**config.mk**
```make
export PLATFORM = sky130hd
export DESIGN_NAME = bitonic_loader4_flat
export DESIGN_NICKNAME = d
export VERILOG_FILES = /design/src/rtl/bitonic_loader4_if.sv /design/src/rtl/bitonic_loader4.sv /design/src/flat_wrapper.sv
export SDC_FILE = /design/constraint.sdc
export NUM_CORES = 1
export LEC_CHECK = 0
export ABC_CLOCK_PERIOD_IN_PS = 4250
export BUFFER_PORTS_ARGS = -buffer_cell sky130_fd_sc_hd__buf_2
export CAP_MARGIN = 20
export CELL_PAD_IN_SITES_DETAIL_PLACEMENT = 0
export CELL_PAD_IN_SITES_GLOBAL_PLACEMENT = 1
export CORE_ASPECT_RATIO = 0.5
export CORE_MARGIN = 10
export CORE_UTILIZATION = 45
export CTS_CLUSTER_SIZE = 16
export DETAILED_ROUTE_END_ITERATION = 10
export GPL_TIMING_DRIVEN = 0
export PLACE_DENSITY = 0.87
export SYNTH_ARGS = -nofsm -noshare
export SYNTH_HDL_FRONTEND = slang
export SYNTH_SLANG_ARGS = --single-unit
```
**constraint.sdc**
```tcl
create_clock -name clk -period 4.25 [get_ports clk]
set_input_delay 0.425 -clock clk [delete_from_list [all_inputs] [get_ports clk]]
set_output_delay 0.425 -clock clk [all_outputs]
set_load 0.02 [all_outputs]
```
**src/rtl/bitonic_loader4_if.sv**
```systemverilog
// Handshake and data bundle between the serial word stream, the loader and the BM4 merger.
// The slave modport is the loader's view; the master modport drives the loader.
interface bitonic_loader4_if #(
  parameter int unsigned DATA_WIDTH = 32
);
  logic [DATA_WIDTH-1:0] in_data;
  logic                  in_valid;
  logic                  in_ready;
  logic                  in_dir;
  logic [DATA_WIDTH-1:0] o1;
  logic [DATA_WIDTH-1:0] o2;
  logic [DATA_WIDTH-1:0] o3;
  logic [DATA_WIDTH-1:0] o4;
  logic                  out_dir;
  logic                  out_valid;
  logic                  out_ready;

  modport slave (
    input  in_data,
    input  in_valid,
    input  in_dir,
    input  out_ready,
    output in_ready,
    output o1,
    output o2,
    output o3,
    output o4,
    output out_dir,
    output out_valid
  );

  modport master (
    output in_data,
    output in_valid,
    output in_dir,
    output out_ready,
    input  in_ready,
    input  o1,
    input  o2,
    input  o3,
    input  o4,
    input  out_dir,
    input  out_valid
  );
endinterface

```
**src/rtl/bitonic_loader4.sv**
```systemverilog
// Gathers four stream words and compare-swaps them into a bitonic group
// (first pair ascending, second pair descending) for the 4-input bitonic merger.
module bitonic_loader4 #(
  parameter int unsigned DATA_WIDTH = 32
) (
  input  logic               clk,
  input  logic               rst,
  bitonic_loader4_if.slave   bus
);

  typedef enum logic [1:0] {StFill, StSort, StHold} state_e;

  state_e                state_q, state_d;
  logic [1:0]            cnt_q;
  logic [DATA_WIDTH-1:0] slot_q [4];
  logic                  dir_q;
  logic [DATA_WIDTH-1:0] o1_q, o2_q, o3_q, o4_q;
  logic                  out_dir_q;
  logic                  accept;
  logic                  swap_a;
  logic                  keep_b;

  // Gating with rst keeps the stream stalled while reset is held.
  assign bus.in_ready  = (state_q == StFill) && rst;
  assign bus.out_valid = (state_q == StHold);
  assign accept        = bus.in_valid && bus.in_ready;

  assign bus.o1      = o1_q;
  assign bus.o2      = o2_q;
  assign bus.o3      = o3_q;
  assign bus.o4      = o4_q;
  assign bus.out_dir = out_dir_q;

  assign swap_a = slot_q[0] > slot_q[1];
  assign keep_b = slot_q[2] >= slot_q[3];

  always_comb begin
    state_d = state_q;
    unique case (state_q)
      StFill:  if (accept && (cnt_q == 2'd3)) state_d = StSort;
      StSort:  state_d = StHold;
      StHold:  if (bus.out_ready) state_d = StFill;
      default: state_d = StFill;
    endcase
  end

  always_ff @(posedge clk or negedge rst) begin
    if (!rst) begin
      state_q   <= StFill;
      cnt_q     <= 2'd0;
      dir_q     <= 1'b0;
      out_dir_q <= 1'b0;
      o1_q      <= '0;
      o2_q      <= '0;
      o3_q      <= '0;
      o4_q      <= '0;
      for (int i = 0; i < 4; i++) slot_q[i] <= '0;
    end else begin
      state_q <= state_d;
      if (accept) begin
        slot_q[cnt_q] <= bus.in_data;
        // Wraps from 3 back to 0 as the group completes.
        cnt_q         <= cnt_q + 2'd1;
        if (cnt_q == 2'd0) dir_q <= bus.in_dir;
      end
      if (state_q == StSort) begin
        o1_q      <= swap_a ? slot_q[1] : slot_q[0];
        o2_q      <= swap_a ? slot_q[0] : slot_q[1];
        o3_q      <= keep_b ? slot_q[2] : slot_q[3];
        o4_q      <= keep_b ? slot_q[3] : slot_q[2];
        out_dir_q <= dir_q;
      end
    end
  end

endmodule

```
**src/flat_wrapper.sv**
```systemverilog
// flat-port wrapper written by rule: the top's interface ports become plain ports
module bitonic_loader4_flat 
#(
  parameter int unsigned DATA_WIDTH = 32
)
  (clk, rst, bus_in_data, bus_in_valid, bus_in_dir, bus_out_ready, bus_in_ready, bus_o1, bus_o2, bus_o3, bus_o4, bus_out_dir, bus_out_valid);
  bitonic_loader4_if #(.DATA_WIDTH(DATA_WIDTH)) bus_i ();
  input  logic clk;
  input  logic rst;
  input wire logic [$bits(bus_i.in_data)-1:0] bus_in_data;
  input wire logic [$bits(bus_i.in_valid)-1:0] bus_in_valid;
  input wire logic [$bits(bus_i.in_dir)-1:0] bus_in_dir;
  input wire logic [$bits(bus_i.out_ready)-1:0] bus_out_ready;
  output wire logic [$bits(bus_i.in_ready)-1:0] bus_in_ready;
  output wire logic [$bits(bus_i.o1)-1:0] bus_o1;
  output wire logic [$bits(bus_i.o2)-1:0] bus_o2;
  output wire logic [$bits(bus_i.o3)-1:0] bus_o3;
  output wire logic [$bits(bus_i.o4)-1:0] bus_o4;
  output wire logic [$bits(bus_i.out_dir)-1:0] bus_out_dir;
  output wire logic [$bits(bus_i.out_valid)-1:0] bus_out_valid;
  assign bus_i.in_data = bus_in_data;
  assign bus_i.in_valid = bus_in_valid;
  assign bus_i.in_dir = bus_in_dir;
  assign bus_i.out_ready = bus_out_ready;
  assign bus_in_ready = bus_i.in_ready;
  assign bus_o1 = bus_i.o1;
  assign bus_o2 = bus_i.o2;
  assign bus_o3 = bus_i.o3;
  assign bus_o4 = bus_i.o4;
  assign bus_out_dir = bus_i.out_dir;
  assign bus_out_valid = bus_i.out_valid;
  bitonic_loader4 #(.DATA_WIDTH(DATA_WIDTH)) u_core (.clk(clk), .rst(rst), .bus(bus_i));
endmodule
```
# Yosys cells after proc, flatten, opt, wreduce, memory -nomap -nowiden
# Index checks and enable logic that the tools add are counted.
# totals
register_bits,262
wordCells,41
out_inout_bits,131
inputBits,37
# op_classes
bitwise_logic,1
n_eq_ne,5
n_mux,10
n_addsub,1
n_reduce_logical,8
magnitude_cmp,4
# op_table
op,count
$mux 32,5
$bwmux 128,1
$demux 32 s2,1
$ge 32x32->1,1
$gt 32x32->1,1
$pmux 2 s3,1
$eq 2x2->1 const B,2
$logic_and 1x1->1,4
$logic_not 2->1,2
$mux 2,2
$ne 2x2->1 const B,2
$reduce_and 2->1,2
$ge 3x3->1 const B,1
$lt 3x1->1 const B,1
$not 2->3,1
$add 2x1->2 const B,1
$eq 2x1->1 const B,1

# Depth between registers and ports, before layout
# Gate-level depths: netlist of run 1.
# logic_depth
depth_word,6
ltp_mapped,10
ltp_nobuf,8

# Worst setup path before layout of run 1
# OpenSTA, ideal clock, no wires.
# synth_timing
path_type,register to register
start,reg u_core.slot_q[17] (netlist bit)
end,reg u_core.o3_q[10] (netlist: u_core.bus.o3[10])
required_time_ns,4.114
setup_slack_ns,1.919
setup_ns,0.136
arrival_ns,2.195
path_buffers,2
period_less_slack_ns,2.331
stages_incl_launch_ff,11
path_cell_list,dfrtp_1 > inv_1 > ha_1 > a21oi_1 > o21ai_1 > a221o_1 > a2111oi_2 > o21a_1 > buf_2 > buf_2 > o211ai_1
# synth_between
elab_chain_len,2
# synth_lines
item,line_no,text
from (decl),bitonic_loader4.sv:15,logic [DATA_WIDTH-1:0] slot_q [4];
"from (signal, indexed assignment)",bitonic_loader4.sv:61,slot_q[cnt_q] <= bus.in_data;
$ge 32x32->1,bitonic_loader4.sv:35,assign keep_b = slot_q[2] >= slot_q[3];
$mux 32,bitonic_loader4.sv:69,o3_q <= keep_b ? slot_q[2] : slot_q[3];
to (signal assigned),bitonic_loader4.sv:69,
to (decl),bitonic_loader4.sv:17,"logic [DATA_WIDTH-1:0] o1_q, o2_q, o3_q, o4_q;"
# Every way passes these cells.
# A chain may end at the register's enable or synchronous reset.

# Worst setup path after layout of run 1
# layout_timing
start,in rst
end,reg u_core.slot_q[111] (netlist bit)
# layout_between
elab_chain_len,2
# layout_lines
item,line_no,text
from (decl),flat_wrapper.sv:9,input logic rst;
$logic_and 1x1->1,bitonic_loader4.sv:24,assign bus.in_ready = (state_q == StFill) && rst;
$logic_and 1x1->1,bitonic_loader4.sv:26,assign accept = bus.in_valid && bus.in_ready;
# Every way passes these cells.

==> results.md, run 1 <==
- Netlist area before placement: 0.0132 mm^2
- Initial Util: 0.457
- Antenna-violating nets left: 0
- Synthesized area divided by synthesized cell count: 9.96 um^2
- Total CTS buffers: 26
- Time the final worst path needs with I/O delays and setup: 3.86 ns
- Internal cell power: 7.28 mW
- Share of synthesized registers carrying an async set or reset: 1.00
- I/O pin count: 168
- Met2 Resource Use GR: 0.351
- Switching power share of the total: 0.456
- Initial DRT Pass Iterations: 5
- Power dissipated by switching net loads: 6.11 mW
- RD Place Congestion: 0.887
- Half-perimeter wire length after detailed placement: 30.7 mm
- Peak Freq: 0.259 GHz
- Net count reported at finish: 1632
- Proportion of synthesized chip area in sequential cells: 0.496
- Mapped Nets: 1434
- Std-Cell Rows: 44
- Share of power burned in registers: 0.346
- GRT Overall Usage: 0.214
- Category of the worst setup path capture point: register
- Buffers inserted during post-CTS setup optimization: 0
- GR met1 Demand/Resource: 0.289
- Count of max-cap constraint violations: 0
- Proportion of power drawn by combinational gates: 0.466
- Result of the run: complete, no violations
- Average wire per cell in the routed design: 21.2 um
- Share of total power in the clock network: 0.189
- Number of flip-flops and latches in the synthesized netlist: 262
- Power density over the cells: 861 mW/mm^2
- Maximum clock skew at final layout: 0.0162 ns
- Clk Tree Root Cell: sky130_fd_sc_hd__clkbuf_16
- Maximum number of pins on one net before global-route repair: 106
- Data arrival time of the critical path: 4.28 ns
- Gate count of the mapped netlist: 1329
- Antenna violations before repair: 3
- Number of non-filler instances in the completed layout: 1938
- Die H: 141 um
- Worst VDD drop: 0.400 mV
- DRC violation count after routing: 0
- Slew Limit Headroom: 0.471
- Critical path type: in -> reg
- Share of the synthesized area in the top cell type: 0.496
- Slowest cell delay on critical path: 0.58 ns
- CTS Sinks: 262
- Leakage dissipation: 7.16 nW
- WP data required: 4.67 ns
- Routed wire length: 41.1 mm
- Primary FF master, synth: sky130_fd_sc_hd__dfrtp_1
- Final count of hold timing violations: 0
- Cell occurring most often along the worst timing path: sky130_fd_sc_hd__buf_16
- CP max stage cell: sky130_fd_sc_hd__dlygate4sd3_1
- Skew-Pair Late Insertion Delay: 0.55 ns
- Overall power of the completed layout: 13.4 mW
- Slew Viols, Final: 0
- Critical path fanouts, max: 105
- Max clock buf depth: 3
- Final cycle utilization of the critical path: 0.908
- Cell types occupying the most area after synthesis: sky130_fd_sc_hd__dfrtp_1 50%, sky130_fd_sc_hd__mux2_2 8.3%, sky130_fd_sc_hd__nand2_1 7.0%
- CTS H-tree depth: 1
- Clock tree from TritonCTS: yes
- Number of I/O port buffers: 167
- Count of warnings emitted by yosys: 0
- Area growth syn-to-layout: 17.6%
- Routing usage on met3: 0.0353
- Number of flops mapped to enable cells by yosys: 0
- Count of unique library cells instantiated by Yosys: 43
- Fin util: 0.537
- Ratio of cells with drive above 1 in the final layout: 0.222
- Transition time of the tightest slew-check pin: 0.793 ns
- Critical Path, Cell by Cell: dlygate4sd3_1 -> buf_8 -> buf_16 -> buf_16 -> nor3b_1 -> and2_1 -> clkbuf_1 -> nand2_1 -> buf_1 -> mux2_2
- HP Class: in -> reg
- Grt peak-use layer: met2
- Horizontal die dimension: 263 um
- CORE AREA: 0.0290 mm^2
- Critical Path Source Type: primary input
- Setup repair after global routing missed its margin: false
- Clock transition at path regs: 0.07 ns
- Grt total ovfl: 0
- Total Die Area: 0.0371 mm^2
- Total vias in the final route: 11500
- Synth area leader: sky130_fd_sc_hd__dfrtp_1
- Total of endpoints with negative setup slack in the final report: 0
- Number of placed cells counting well taps: 1889
- Drt initial violations: 1137
- Vias per std cell: 5.95
- Number of global-route vias before repair: 11400
- Global-route wire length before repair: 65.0 mm
- Inserted Diodes: 0
routing by layer:
layer | up-vias | routed length, um
li1 | 5177 | -
met1 | 5809 | 17900
met2 | 453 | 19400
met4 | 6 | 1160
met3 | 88 | 2660
met5 | - | 37
synth_stat cells, drive strengths merged (3+ instances only):
master,number
a21o,4
a21oi,25
and2,25
buf,40
clkbuf,69
dfrtp,262
ha,68
inv,72
mux2,98
nand2,245
nand2b,3
nand3,100
nand4,43
nor2,15
nor2b,4
o2111ai,64
o211ai,97
o21a,3
o21ai,72
power by group through the flow:
stage,clock [mW],sequential [mW],combinational [mW]
detailed placement,0,4.65,6.13
global placement,0,4.59,5.93
finish,2.53,4.63,6.24
global route,2.64,4.75,6.83
CTS,2.54,4.61,6.17
floorplan,0,4.99,3.47
registers in the layout, indices dropped and copies added, names as in the netlist:
register            count
u_core.state_q          2
u_core.slot_q         128
u_core.cnt_q            2
u_core.bus.o2          32
u_core.dir_q            1
u_core.bus.o4          32
u_core.bus.o1          32
u_core.bus.out_dir      1
u_core.bus.o3          32
cells by family after synthesis:
kind of cell | count (synthesis) | synth area share
AO/OA/AOI/OAI | 279 | 0.150
XOR/XNOR | 1 | 0.000662
adder cells (fa/ha/maj) | 68 | 0.0643
buffers and inverters | 181 | 0.0553
flip-flops | 262 | 0.496
multiplexers | 98 | 0.0834
AND/OR/NAND/NOR | 440 | 0.151
final cells by class:
type | instances | area, um^2
flip-flops and latches | 262 | 6560
clock buffers | 40 | 785
plain buffers | 109 | 463
fillers | 2633 | 13400
well taps | 391 | 489
repair buffers | 170 | 911
clock inverters | 8 | 143
multi-input cells | 886 | 5940
inverters | 72 | 270
through the flow:
stage	hold slack (ns)	cell area [um^2]	setup TNS [ns]	setup slack, ns
5_1_grt	0.0689	15600	0	0.0373
4_1_cts	0.0523	15600	0	0.369
6_report	0.0639	15600	0	0.391
3_5_place_dp	0.455	14600	0	0.384
3_3_place_gp	0.449	14600	-808.25	-2.50
2_1_floorplan	0.129	13200	0	1.92
path summary, 6_finish.rpt:
| path | cells after the start | end | from | slack (ns) |
|---|---|---|---|---|
| max in group asynchronous | 4 | u_core.slot_q[24]$_DFFE_PN0P_ | rst | 2.36 |
| worst max-delay path | 10 | u_core.slot_q[111]$_DFFE_PN0P_ | rst | 0.39 |
| worst min register to register | 2 | u_core.bus.o2[16]$_DFFE_PN0N_ | u_core.bus.o2[16]$_DFFE_PN0N_ | 0.47 |
| min in group asynchronous | 2 | u_core.bus.o3[6]$_DFFE_PN0N_ | rst | 0.44 |
| worst min-delay path | 2 | u_core.state_q[1]$_DFFE_PN0P_ | bus_out_ready | 0.06 |
| worst max register to register | 9 | u_core.bus.o2[20]$_DFFE_PN0N_ | u_core.slot_q[79]$_DFFE_PN0P_ | 0.97 |
repair_timing:
item	in CTS	in global routing
hold buffers	1	0
resized for setup	0	2
hold endpoints to repair	79	0
setup endpoints to repair	0	1
cells in the final DEF, fill, tap and decap left out, types with 4 or more instances in the layout:
cell type                     n
sky130_fd_sc_hd__and2_1      25
sky130_fd_sc_hd__nand4_1     42
sky130_fd_sc_hd__o2111ai_1   64
sky130_fd_sc_hd__o211ai_1    97
sky130_fd_sc_hd__nand2_1    245
sky130_fd_sc_hd__o21ai_0     61
sky130_fd_sc_hd__a21oi_1     25
sky130_fd_sc_hd__inv_1       71
sky130_fd_sc_hd__clkbuf_16   27
sky130_fd_sc_hd__buf_1       15
sky130_fd_sc_hd__clkbuf_8     6
sky130_fd_sc_hd__ha_1        68
sky130_fd_sc_hd__bufinv_16    4
sky130_fd_sc_hd__mux2_2      98
sky130_fd_sc_hd__nor2b_1      4
sky130_fd_sc_hd__buf_2      184
sky130_fd_sc_hd__clkbuf_1    72
sky130_fd_sc_hd__nand3_1    100
sky130_fd_sc_hd__clkbuf_2     4
sky130_fd_sc_hd__a21o_1       4
sky130_fd_sc_hd__o21ai_1     11
sky130_fd_sc_hd__nor2_1      15
sky130_fd_sc_hd__buf_4        7
sky130_fd_sc_hd__dfrtp_1    262
critical path, delay by kind of cell:
family	cells	cell delay, ns
AND/OR/NAND/NOR	3	0.82
multiplexers	1	0.38
buffers and inverters	6	2.53
No activity file was read; power rests on OpenSTA's default activity.
==> run 2: changes to the inputs <==
--- a/config.mk
+++ b/config.mk
@@ -5,18 +5,18 @@
 export SDC_FILE = /design/constraint.sdc
 export NUM_CORES = 1
 export LEC_CHECK = 0
-export ABC_CLOCK_PERIOD_IN_PS = 4250
+export ABC_CLOCK_PERIOD_IN_PS = 3400
 export BUFFER_PORTS_ARGS = -buffer_cell sky130_fd_sc_hd__buf_2
 export CAP_MARGIN = 20
 export CELL_PAD_IN_SITES_DETAIL_PLACEMENT = 0
 export CELL_PAD_IN_SITES_GLOBAL_PLACEMENT = 1
 export CORE_ASPECT_RATIO = 0.5
 export CORE_MARGIN = 10
-export CORE_UTILIZATION = 45
+export CORE_UTILIZATION = 41
 export CTS_CLUSTER_SIZE = 16
 export DETAILED_ROUTE_END_ITERATION = 10
 export GPL_TIMING_DRIVEN = 0
-export PLACE_DENSITY = 0.87
+export PLACE_DENSITY = 0.83
 export SYNTH_ARGS = -nofsm -noshare
 export SYNTH_HDL_FRONTEND = slang
 export SYNTH_SLANG_ARGS = --single-unit
==> constraint.sdc (replaced) <==
create_clock -name clk -period 3.4 [get_ports clk]
set_input_delay 0.85 -clock clk [delete_from_list [all_inputs] [get_ports clk]]
set_output_delay 0.85 -clock clk [all_outputs]
set_load 0.02 [all_outputs]
==> run 2 against run 1 <==
Against the previous run:
- clock power is 19% higher
- worst setup slack worse by 0.23 ns
- design area hardly changed
- critical path depth stayed put
- utilization is 4.8 points lower
- flip-flop and latch count stayed put
- via count is 1.4% lower
- combinational power is 25% higher
- wire length is 0.24% higher
==> results.md, run 2 (synthesis results as in run 1) <==
- Drt initial violations: 958
- Vias per std cell: 5.75
- Area occupied by multi-input gates: 0.00595 mm^2
- Most frequent standard cell in the layout excluding fill and tap cells: sky130_fd_sc_hd__dfrtp_1
- Inserted Diodes: 0
- Peak Freq: 0.308 GHz
- Critical path fanouts, max: 10
- Total vias in the final route: 11400
- Proportion of power drawn by combinational gates: 0.469
- Minimum setup slack in the final design: 0.158 ns
- Power dissipated by switching net loads: 7.63 mW
- Max clock buf depth: 3
- Number of global-route vias before repair: 11700
- Biggest register: u_core.slot_q
- Power density over the cells: 1070 mW/mm^2
- Share of power burned in registers: 0.349
- Critical Path, Cell by Cell: inv_1 -> ha_1 -> a211oi_1 -> o21ai_0 -> a41oi_1 -> o41a_1 -> clkbuf_1 -> clkbuf_1 -> o2111ai_1 -> o211ai_1
- Average wire per cell in the routed design: 20.9 um
- CORE AREA: 0.0318 mm^2
- Clock tree from TritonCTS: yes
- Worst VDD drop: 0.419 mV
- Slew Viols, Final: 0
- Number of filler instances in the final layout: 2960
- Switching power share of the total: 0.459
- Leakage dissipation: 7.13 nW
- Setup repair after global routing missed its margin: false
- CTS H-tree depth: 1
- Slowest cell delay on critical path: 0.52 ns
- Transition time of the tightest slew-check pin: 0.809 ns
- Result of the run: complete, no violations
- Grt total ovfl: 0
- Global-route wire length before repair: 65.8 mm
- Number of non-filler instances in the completed layout: 1976
- I/O pin count: 168
- Antenna-violating nets left: 0
- Area growth syn-to-layout: 17.6%
- GRT Overall Usage: 0.202
- Horizontal die dimension: 274 um
- FF/Latch Area: 0.00656 mm^2
- Clk Tree Root Cell: sky130_fd_sc_hd__clkbuf_16
- Skew-Pair Late Insertion Delay: 0.55 ns
- Post-place setup slack: -0.243 ns
- Routed wire length: 41.2 mm
- RD Place Congestion: 0.852
- Count of max-cap constraint violations: 0
- DRC violation count after routing: 0
- Ratio of cells with drive above 1 in the final layout: 0.220
- Antenna violations before repair: 1
- Time the final worst path needs with I/O delays and setup: 3.24 ns
- Post-route cell area: 0.0156 mm^2
- Critical path type: reg -> reg
- Initial DRT Pass Iterations: 7
- WP data required: 3.87 ns
- Maximum clock skew at final layout: 0.0294 ns
- Cell occurring most often along the worst timing path: sky130_fd_sc_hd__clkbuf_1
- CTS Sinks: 262
- Critical Path Source Type: register
- Total of endpoints with negative setup slack in the final report: 0
- Total Die Area: 0.0403 mm^2
- Initial Util: 0.416
- HP Class: in -> async
- Number of flip-flops in the largest register: 128
- Number of I/O port buffers: 167
- Maximum number of pins on one net before global-route repair: 125
- Buffers inserted during post-CTS setup optimization: 0
- Category of the worst setup path capture point: register
- Most used cells in the layout excluding fill and tap cells: 262 x sky130_fd_sc_hd__dfrtp_1, 245 x sky130_fd_sc_hd__nand2_1, 184 x sky130_fd_sc_hd__buf_2
- Share of total power in the clock network: 0.182
- Std-Cell Rows: 46
- Overall power of the completed layout: 16.6 mW
- Data arrival time of the critical path: 3.71 ns
- Half-perimeter wire length after detailed placement: 31.4 mm
- Slew Limit Headroom: 0.461
- Number of placed cells counting well taps: 1930
- Net count reported at finish: 1631
- Final count of hold timing violations: 0
- Die H: 147 um
- Internal cell power: 9.00 mW
- Total CTS buffers: 26
- Placed cell area: 0.0147 mm^2
- Final cycle utilization of the critical path: 0.954
- Clock transition at path regs: 0.06 ns
- CP max stage cell: sky130_fd_sc_hd__a41oi_1
-- run 2: cell types whose count changed in the layout (fill, tap and decap cells not counted) --
cell / delta
sky130_fd_sc_hd__bufinv_16: -1
sky130_fd_sc_hd__clkbuf_1: +3
sky130_fd_sc_hd__clkbuf_2: -1
sky130_fd_sc_hd__clkbuf_8: -1
sky130_fd_sc_hd__clkinv_2: -1
sky130_fd_sc_hd__clkinvlp_4: -1
sky130_fd_sc_hd__dlygate4sd3_1: -1
sky130_fd_sc_hd__nor4_1: -1
sky130_fd_sc_hd__nor4_2: +1
-- run 2: per-layer routing --
metal,GRT usage,routed length [um],vias to the layer above,part of all wire
li1,-,-,5164,-
met1,0.269,17800,5666,0.43
met2,0.331,19500,455,0.47
met3,0.0353,2720,79,0.066
met4,0.0640,1200,2,0.029
met5,0,20,-,0.00048
-- run 2: power groups by stage --
stage          logic [mW]  clock network, mW  registers [mW]
2_1_floorplan        4.34                  0            6.24
3_3_place_gp         7.44                  0            5.77
3_5_place_dp         7.68                  0            5.83
4_1_cts              7.74               3.08            5.78
5_1_grt              8.58               3.20            5.96
6_report             7.81               3.02            5.80
-- run 2: area by class of cell --
class,instances,share of cell area
flip-flops and latches,262,0.421
clock inverters,5,0.00643
clock buffers,41,0.0500
plain buffers,109,0.0297
repair buffers,169,0.0579
inverters,72,0.0174
multi-input cells,886,0.382
well taps,432,0.0347
-- run 2: per-stage QoR --
stage          setup TNS [ns]   util  hold slack (ns)
3_5_place_dp           -18.83  0.462            0.454
4_1_cts                     0  0.489            0.234
3_3_place_gp         -1308.24  0.460            0.452
5_1_grt                     0  0.490            0.262
2_1_floorplan               0      -            0.433
6_report                    0  0.490            0.228
-- run 2: critical path, delay by kind of cell, from the launching register on --
kind	cells	cell delay (ns)
adders and majority gates	1	0.31
AOI/OAI and AO/OA	6	1.47
DFF	1	0.38
buffers and inverters	3	0.98
-- run 2: what timing repair did --
| action | CTS | global route |
|---|---|---|
| hold buffers | 0 | 0 |
| setup endpoints to repair | 0 | 5 |
| gates resized for setup | 0 | 1 |
-- run 2: final timing paths --
path,startpoint,to,slack [ns],cells past startpoint
setup / recovery,u_core.slot_q[2]$_DFFE_PN0P_,u_core.bus.o3[11]$_DFFE_PN0N_,0.16,10
hold reg to reg,u_core.dir_q$_DFFE_PN0P_,u_core.bus.out_dir$_DFFE_PN0N_,0.47,2
setup reg to reg,u_core.slot_q[2]$_DFFE_PN0P_,u_core.bus.o3[11]$_DFFE_PN0N_,0.16,10
hold / removal,rst,u_core.bus.o3[6]$_DFFE_PN0N_,0.23,1
max in group asynchronous,rst,u_core.bus.o1[23]$_DFFE_PN0N_,1.76,3
min in group clk,u_core.dir_q$_DFFE_PN0P_,u_core.bus.out_dir$_DFFE_PN0N_,0.47,2
